$ cat config.mk
export PLATFORM = sky130hd
export DESIGN_NAME = aux_sample_ctrl
export DESIGN_NICKNAME = d
export VERILOG_FILES = /design/src/rtl/aux_sample_ctrl.sv
export SDC_FILE = /design/constraint.sdc
export NUM_CORES = 1
export LEC_CHECK = 0
export CORE_ASPECT_RATIO = 0.8
export CORE_UTILIZATION = 51
export DETAILED_ROUTE_END_ITERATION = 7
export GPL_TIMING_DRIVEN = 0
export PLACE_DENSITY = 0.87
export SETUP_SLACK_MARGIN = 0.02
export SLEW_MARGIN = 0
export SYNTH_ARGS = -nofsm -noshare
export SYNTH_HDL_FRONTEND = slang
export SYNTH_SLANG_ARGS = --single-unit
$ cat constraint.sdc
create_clock -name sys_clk -period 5.7 [get_ports sys_clk]
set_clock_uncertainty 0.15 [all_clocks]
set_input_delay 1.14 -clock sys_clk [delete_from_list [all_inputs] [get_ports sys_clk]]
set_output_delay 1.14 -clock sys_clk [all_outputs]
set_load 0.005 [all_outputs]
$ cat src/rtl/aux_sample_ctrl.sv
// ============================================================================
//  Module      : aux_sample_ctrl
//  Description : Periodic sampler for auxiliary inputs. It raises a
//                request/acknowledge event when unmasked bits change.
//                Define AUX_DEBOUNCE_EN to add per-bit debounce.
//  Revision    : 1.0 - initial release
// ============================================================================
`default_nettype none

module aux_sample_ctrl #(
  parameter int WIDTH  = 32,
  parameter int CNT_W  = 16,
  parameter int DB_CNT = 3
) (
  input  logic             sys_clk,
  input  logic             sys_rst,
  input  logic [WIDTH-1:0] aux_in,
  input  logic             cfg_en,
  input  logic [CNT_W-1:0] cfg_period,
  input  logic [WIDTH-1:0] cfg_mask,
  input  logic             evt_ack,
  output logic [WIDTH-1:0] aux_i,
  output logic [WIDTH-1:0] aux_chg,
  output logic             evt_req,
  output logic             busy
);

  typedef enum logic [1:0] {
    S_IDLE   = 2'd0,
    S_WAIT   = 2'd1,
    S_SAMPLE = 2'd2,
    S_NOTIFY = 2'd3
  } state_t;

  state_t           r_state, w_state_nxt;
  logic [CNT_W-1:0] r_cnt, w_cnt_nxt;
  logic [WIDTH-1:0] r_aux_i, w_aux_i_nxt;
  logic [WIDTH-1:0] r_aux_chg, w_aux_chg_nxt;
  logic             r_evt_req, w_evt_req_nxt;
  logic             r_busy;
  logic             w_sample;
  logic [WIDTH-1:0] w_toggle;
  logic [WIDTH-1:0] w_accept;
  logic [WIDTH-1:0] w_diff;

  // An aborting cfg_en suppresses the sample, so debounce history is not advanced.
  assign w_sample = (r_state == S_SAMPLE) && cfg_en;
  assign w_toggle = aux_in ^ r_aux_i;
  assign w_diff   = w_accept & cfg_mask;

  // Holds only for an illegal DB_CNT; the block is intentionally empty.
  if (DB_CNT < 1) begin : g_db_cnt_invalid
  end

`ifdef AUX_DEBOUNCE_EN
  localparam int DB_W = (DB_CNT > 1) ? $clog2(DB_CNT) : 1;
  localparam logic [DB_W-1:0] C_DB_LAST = DB_W'(DB_CNT - 1);

  logic [WIDTH-1:0][DB_W-1:0] r_db;

  // A bit is accepted on the sample that would complete DB_CNT consecutive differences.
  always_comb begin
    w_accept = '0;
    for (int b = 0; b < WIDTH; b++) begin
      w_accept[b] = w_toggle[b] && (r_db[b] == C_DB_LAST);
    end
  end

  always_ff @(posedge sys_clk or negedge sys_rst) begin
    if (!sys_rst) begin
      r_db <= '0;
    end else if (w_sample) begin
      for (int b = 0; b < WIDTH; b++) begin
        r_db[b] <= (w_toggle[b] && !w_accept[b]) ? r_db[b] + 1'b1 : '0;
      end
    end
  end
`else
  assign w_accept = w_toggle;
`endif

  always_ff @(posedge sys_clk or negedge sys_rst) begin
    if (!sys_rst) begin
      r_state   <= S_IDLE;
      r_cnt     <= '0;
      r_aux_i   <= '0;
      r_aux_chg <= '0;
      r_evt_req <= 1'b0;
      r_busy    <= 1'b0;
    end else begin
      r_state   <= w_state_nxt;
      r_cnt     <= w_cnt_nxt;
      r_aux_i   <= w_aux_i_nxt;
      r_aux_chg <= w_aux_chg_nxt;
      r_evt_req <= w_evt_req_nxt;
      r_busy    <= (w_state_nxt != S_IDLE);
    end
  end

  always_comb begin
    w_state_nxt   = r_state;
    w_cnt_nxt     = r_cnt;
    w_aux_i_nxt   = r_aux_i;
    w_aux_chg_nxt = r_aux_chg;
    w_evt_req_nxt = r_evt_req;

    case (r_state)
      S_IDLE: begin
        w_cnt_nxt = '0;
        if (cfg_en) begin
          w_state_nxt = S_WAIT;
          w_cnt_nxt   = cfg_period;
        end
      end
      S_WAIT: begin
        if (r_cnt == '0) begin
          w_state_nxt = S_SAMPLE;
        end else begin
          w_cnt_nxt = r_cnt - 1'b1;
        end
      end
      S_SAMPLE: begin
        w_aux_i_nxt   = (r_aux_i & ~w_accept) | (aux_in & w_accept);
        w_aux_chg_nxt = r_aux_chg | w_diff;
        if (|w_diff) begin
          w_state_nxt   = S_NOTIFY;
          w_evt_req_nxt = 1'b1;
        end else begin
          w_state_nxt = S_WAIT;
          w_cnt_nxt   = cfg_period;
        end
      end
      S_NOTIFY: begin
        w_evt_req_nxt = 1'b1;
        if (evt_ack) begin
          w_state_nxt   = S_WAIT;
          w_cnt_nxt     = cfg_period;
          w_evt_req_nxt = 1'b0;
          w_aux_chg_nxt = '0;
        end
      end
      default: begin
        w_state_nxt = S_IDLE;
        w_cnt_nxt   = '0;
      end
    endcase

    // Disable wins over everything, including a simultaneous acknowledge.
    if (!cfg_en) begin
      w_state_nxt   = S_IDLE;
      w_cnt_nxt     = '0;
      w_aux_i_nxt   = r_aux_i;
      w_aux_chg_nxt = '0;
      w_evt_req_nxt = 1'b0;
    end
  end

  assign aux_i   = r_aux_i;
  assign aux_chg = r_aux_chg;
  assign evt_req = r_evt_req;
  assign busy    = r_busy;

endmodule

`default_nettype wire
==> out/results.txt <==
Status -> finished, final reports clean
Fin crit period -> 4.027 ns
Unrepaired setup endpoints after global routing -> no
Pwr Density -> 290.1 nW/um^2
Max Buffers Root-to-Sink -> 2
Post-synthesis adder-cell area fraction -> 0.1696
Multiplexer share of the synthesized area -> 0.004175
Arr. time, crit path -> 4.11 ns
Synth Area in Simple Gates -> 0.1871
Std cell rows -> 31
DR vias/cell -> 5.857
Footprint of the multi-input gates -> 2447 um^2
Count leader, synth -> dfrtp_1
# IOs -> 150
Die W -> 110.4 um
Iter 0 DRT Violations -> 341
Crit Path Max Fanout -> 7
HPWL Detailed -> 10.64 mm
Die span in y -> 88.73 um
Finished Cell Area -> 6755 um^2
Largest family of logic cells by synthesized area -> simple AND/OR/NAND/NOR gates
ANT nets after route -> 0
Vias in the first global route -> 4479
Final Max Slew Viols -> 0
WP data required -> 5.78 ns
Final GP Congestion -> 0.9383
Post-Synth XOR/XNOR Area -> 0.005480
Core Box Area -> 9076 um^2
Worst path slowest cell -> o21ai_1
# H-tree levels -> 3
Max Cap Violations -> 0
Synth Area in Compound Gates -> 0.1441
Setup TNS -> 0 ns
Initial antenna violation count -> 0
Worst Hold Path Cells -> 2
RR Startpoint -> aux_i[13]
Worst min-delay path class -> reg2reg
Post-synth ARST share -> 1.000
CP Launch Type -> input pin
Routed wire length per instance -> 18.58 um
R2R setup slack -> 2.48 ns
Layout fillers -> 633
GRT overflow -> 0
Mean post-synth cell area -> 9.647 um^2
Crit path largest cell delay -> 0.70 ns
Mapped Cells -> 497
Post-Syn Nets -> 646
CTS tree -> built
Post-synthesis sequential area ratio -> 0.4384
CTS buffer count -> 9
Share of cells above drive strength 1 -> 0.05438
Final hold violations -> 0
Placed Area -> 6445 um^2
CTS-repair resized insts -> 0
Distinct cells, synth -> 47
Root Driver -> clkbuf_16
Area leader, netlist -> dfrtp_1
Total number of vias -> 4551
Area grow syn2layout -> 40.89%
DRT Pass-1 Iters -> 5
Worst setup path class -> in2reg
Post-synth EDFFs -> 0
Reg2reg end -> r_cnt[15]
DRC viols -> 0
Synth Flop Type -> dfrtp_1
Yosys top cell area share -> 0.4384
Die area -> 9796 um^2
Fin crit share -> 0.7066
Global-route wire length before repair -> 22.14 mm
Critical path, cell by cell -> clkdlybuf4s50_1, ha_1, nor2b_1, nor4_1, nand4_1, o21ai_1, nand2_1, a31o_2
Worst-path clk slew -> 0.06 ns
Worst-Margin Slew -> 0.7791 ns
Worst hold start -> aux_chg[12]
Global-route usage over all layers -> 0.2928
Clock latency on the worst-skew pair -> 0.34 ns
Final wirelength -> 14.44 mm
Initial core utilization -> 0.5283
Relative slew slack -> 0.4771
Hold EP -> aux_chg[12]
Worst path bufs/invs -> 1
Reg2Reg Depth -> 8
Clk sink count -> 84
Maximum vdd drop -> 0.1468 mV
Antenna diode count -> 0
Post-Syn Area -> 4795 um^2
Register area -> 2102 um^2
Final nets -> 806
Syn. warnings -> 0
Setup violations, final -> 0
Synth top area cells -> dfrtp_1 (44%), ha_1 (17%), a21oi_1 (7.9%)
Post-synth top cells -> dfrtp_1 (84), a21oi_1 (76), ha_1 (65)
Largest net degree at the start of global routing -> 70
Fmax -> 248.3 MHz
Static Leak -> 3.121 nW
Synth Register Bits -> 84
Post-CTS Hold Buffers -> 0
Post-CTS Setup Repair Bufs -> 0
IO Port Bufs -> 148
Crit-path leading delay family -> simple AND/OR/NAND/NOR gates
Setup crit end kind -> register
==> per-layer routing <==
metal,share of wire,wire [um],GRT usage,vias to the layer above
li1,-,-,-,2058
met2,0.49,7125,0.5172,227
met4,0.034,488,0.1370,0
met3,0.074,1068,0.07534,47
met5,0,0,0,-
met1,0.40,5752,0.3412,2219
==> registers in the layout (all words and copies together) (netlist names) <==
name,cells
r_state,2
aux_i,32
evt_req,1
r_cnt,16
busy,1
aux_chg,32
==> metrics by stage <==
| stage | hold WS, ns | cells | total power, mW | setup slack [ns] | util |
|---|---|---|---|---|---|
| after floorplan | 0.3359 | 497 | 1.025 | 2.707 | - |
| after global placement | 0.3244 | 760 | 1.316 | 0.2763 | 0.7073 |
| after detailed placement | 0.3360 | 761 | 1.353 | 1.523 | 0.7101 |
| after CTS | 0.3523 | 777 | 1.962 | 1.759 | 0.7443 |
| after global routing | 0.3619 | 777 | 2.058 | 1.509 | 0.7443 |
| final | 0.3480 | 777 | 1.960 | 1.673 | 0.7443 |
==> cell type report <==
cell class,count,area share
plain buffers,23,0.01519
repair buffers,149,0.2230
well taps,115,0.02130
flip-flops and latches,84,0.3112
multi-input cells,352,0.3623
clock inverters,6,0.01056
clock buffers,10,0.03538
inverters,38,0.02112
==> placed cells by master, fill, tap and decap left out, drive strengths merged, types with 5 or more instances in the layout <==
master and n:
a21oi 76, buf 5, clkbuf 30, clkdlybuf4s50 147, dfrtp 84, ha 65, inv 39, nand2 15
nand3 8, nor2 41, nor2b 33, nor3 36, nor4 15, o21ai 11, o31ai 6
==> power breakdown <==
group	internal [mW]	switching (mW)
combinational	0.315	0.279
sequential	0.684	0.0772
clock	0.354	0.250
total	1.35	0.606
==> tightest hold or removal path: cells and delay by family, from the launching register on <==
kind / cells / cell delay, ns
simple gates: 1 / 0.07
compound gates: 1 / 0.05
flops: 1 / 0.34
==> kinds of logic after synthesis <==
group           count (synthesis)
compound gates                116
xor+xnor                        3
fa+ha+maj                      65
buf+inv                        61
flops                          84
mux                             2
simple gates                  166
==> how the worst max path moves through the flow <==
stage,depth (start not counted),end,startpoint,slack (ns)
floorplan,7,r_cnt[7],aux_in[11],2.71
global placement,1,aux_i[5],sys_rst,0.28
detailed placement,8,r_cnt[15],aux_in[13],1.52
CTS,8,r_cnt[15],aux_in[13],1.76
global route,8,r_cnt[15],aux_in[13],1.51
finish,8,r_cnt[15],aux_in[13],1.67
Power figures use the tool's default switching activity.
==> variant, RTL diff (same settings) <==
`WIDTH`: 32 -> 64.
--- a/src/rtl/aux_sample_ctrl.sv
+++ b/src/rtl/aux_sample_ctrl.sv
@@ -8,7 +8,7 @@
 `default_nettype none
 
 module aux_sample_ctrl #(
-  parameter int WIDTH  = 32,
+  parameter int WIDTH  = 64,
   parameter int CNT_W  = 16,
   parameter int DB_CNT = 3
 ) (
Interface: changed (resized aux_chg, aux_i, aux_in and cfg_mask); port bits go from 150 to 278. The function was not compared with the original's and may differ.
==> variant against the unedited design <==
- utilization rose by 0.81 points
- sequential cell count increased by 64
- sequential power increased by 73%
- design area is 75% higher
- routed wire length grew 87%
- total power grew 74%
- synthesized area up 71%
- setup slack worse by 0.20 ns
- largest cell class unchanged
- largest power group unchanged
==> variant: results <==
{
  "status": "complete, no violations",
  "synthTopCellsByCount": "dfrtp_1, a21oi_1, ha_1",
  "crit_path_max_fanout": 7,
  "vdd_drop_max_mv": 0.203,
  "synth_xor_area_share_pct": 0,
  "yosys.area_share.adder_pct": 19.7,
  "fin_hold_ws_ns": 0.345,
  "grt.total_usage_pct": 33.0,
  "numPortBuffers": 277,
  "wl_met2_mm": 12.6,
  "clkPwrFrac_pct": 32.6,
  "yosys.cell_types.count": 37,
  "drive_above_1_share_pct": 3.52,
  "h-tree-depth": 4,
  "tightestPinTransition_ns": 0.733,
  "grt_first_pass_wirelength_mm": 40.5,
  "antenna_found_initial": 0,
  "cellLeakagePower_uw": 0.00554,
  "min-delay-start": "aux_chg[35]$_DFFE_PN0P_",
  "clk_latency_ns": 0.42,
  "dr_total_vias": 7684,
  "holdPathEnd": "aux_chg[35]$_DFFE_PN0P_",
  "rrSetupSlack_ns": 2.17,
  "synth_fp_nets": 1134,
  "grtUsageMet3_pct": 9.79,
  "holdPathStages": 2,
  "worstReg2RegEnd": "r_cnt[8]$_DFFE_PN0P_",
  "dp_hpwl_mm": 20.7,
  "routedWlPerCell_um": 19.6,
  "drt_iter0_drc": 551,
  "critPathMaxStageDelay_ns": 0.60,
  "synth-seq-area-share_pct": 45.1,
  "use_met2_pct": 53.9,
  "routed-wl-met3_mm": 2.66,
  "cts_inserted_buffers": 17,
  "worstReg2RegStart": "aux_i[53]$_DFFE_PN0P_",
  "cp_slowest_cell": "nor4_1",
  "nNetsFinal": 1431,
  "p_int_uw": 2360,
  "crit_start": "aux_in[58]",
  "ys_warn_count": 0,
  "combPwrFrac_pct": 28.6,
  "synth_compound_area_share_pct": 12.6,
  "drt-met1-wl_mm": 10.8,
  "r2r_cells": 9,
  "dr.pass1.iters": 5,
  "p_total_uw": 3410,
  "netlist_top_cells_area": "dfrtp_1, ha_1, a21oi_1",
  "clockBufferDepth": 2,
  "critPathTopFamily": "simple AND/OR/NAND/NOR gates",
  "grt_max_degree": 76,
  "place_congestion": 0.912,
  "grt_util_met1_pct": 40.0,
  "nFillCells": 1112,
  "synth_mux_area_share_pct": 0,
  "critical_path.endpoint": "r_cnt[8]$_DFFE_PN0P_"
}
## variant: changes by cell type in the layout (fill, tap and decap cells not counted), moves of 6 or more
cell             unedited run  this run
clkdlybuf4s50_1           147       276
a21oi_1                    76       142
dfrtp_1                    84       148
ha_1                       65       129
nor2_1                     40        89
inv_1                      38        78
nor3_1                     36        73
nor2b_1                    33        57
clkbuf_1                   20        34
clkbuf_16                   9        17
o22ai_1                     0         7
a31oi_1                     0         6
## variant: per-stage QoR
step	area (um^2)	instances	setup WS, ns
after global placement	11200	1349	-2.71
after global routing	11800	1381	1.35
after CTS	11800	1381	1.49
after floorplan	8200	857	2.56
after detailed placement	11300	1350	1.05
final	11800	1381	1.47
## variant: cell type report
class / instances / area (um^2) / area share (%)
plain buffers: 36 / 140 / 1.18
clock buffers: 19 / 443 / 3.74
clock inverters: 12 / 133 / 1.12
inverters: 78 / 293 / 2.47
multi-input cells: 595 / 4070 / 34.3
flip-flops and latches: 148 / 3700 / 31.3
well taps: 215 / 269 / 2.27
repair buffers: 278 / 2800 / 23.6
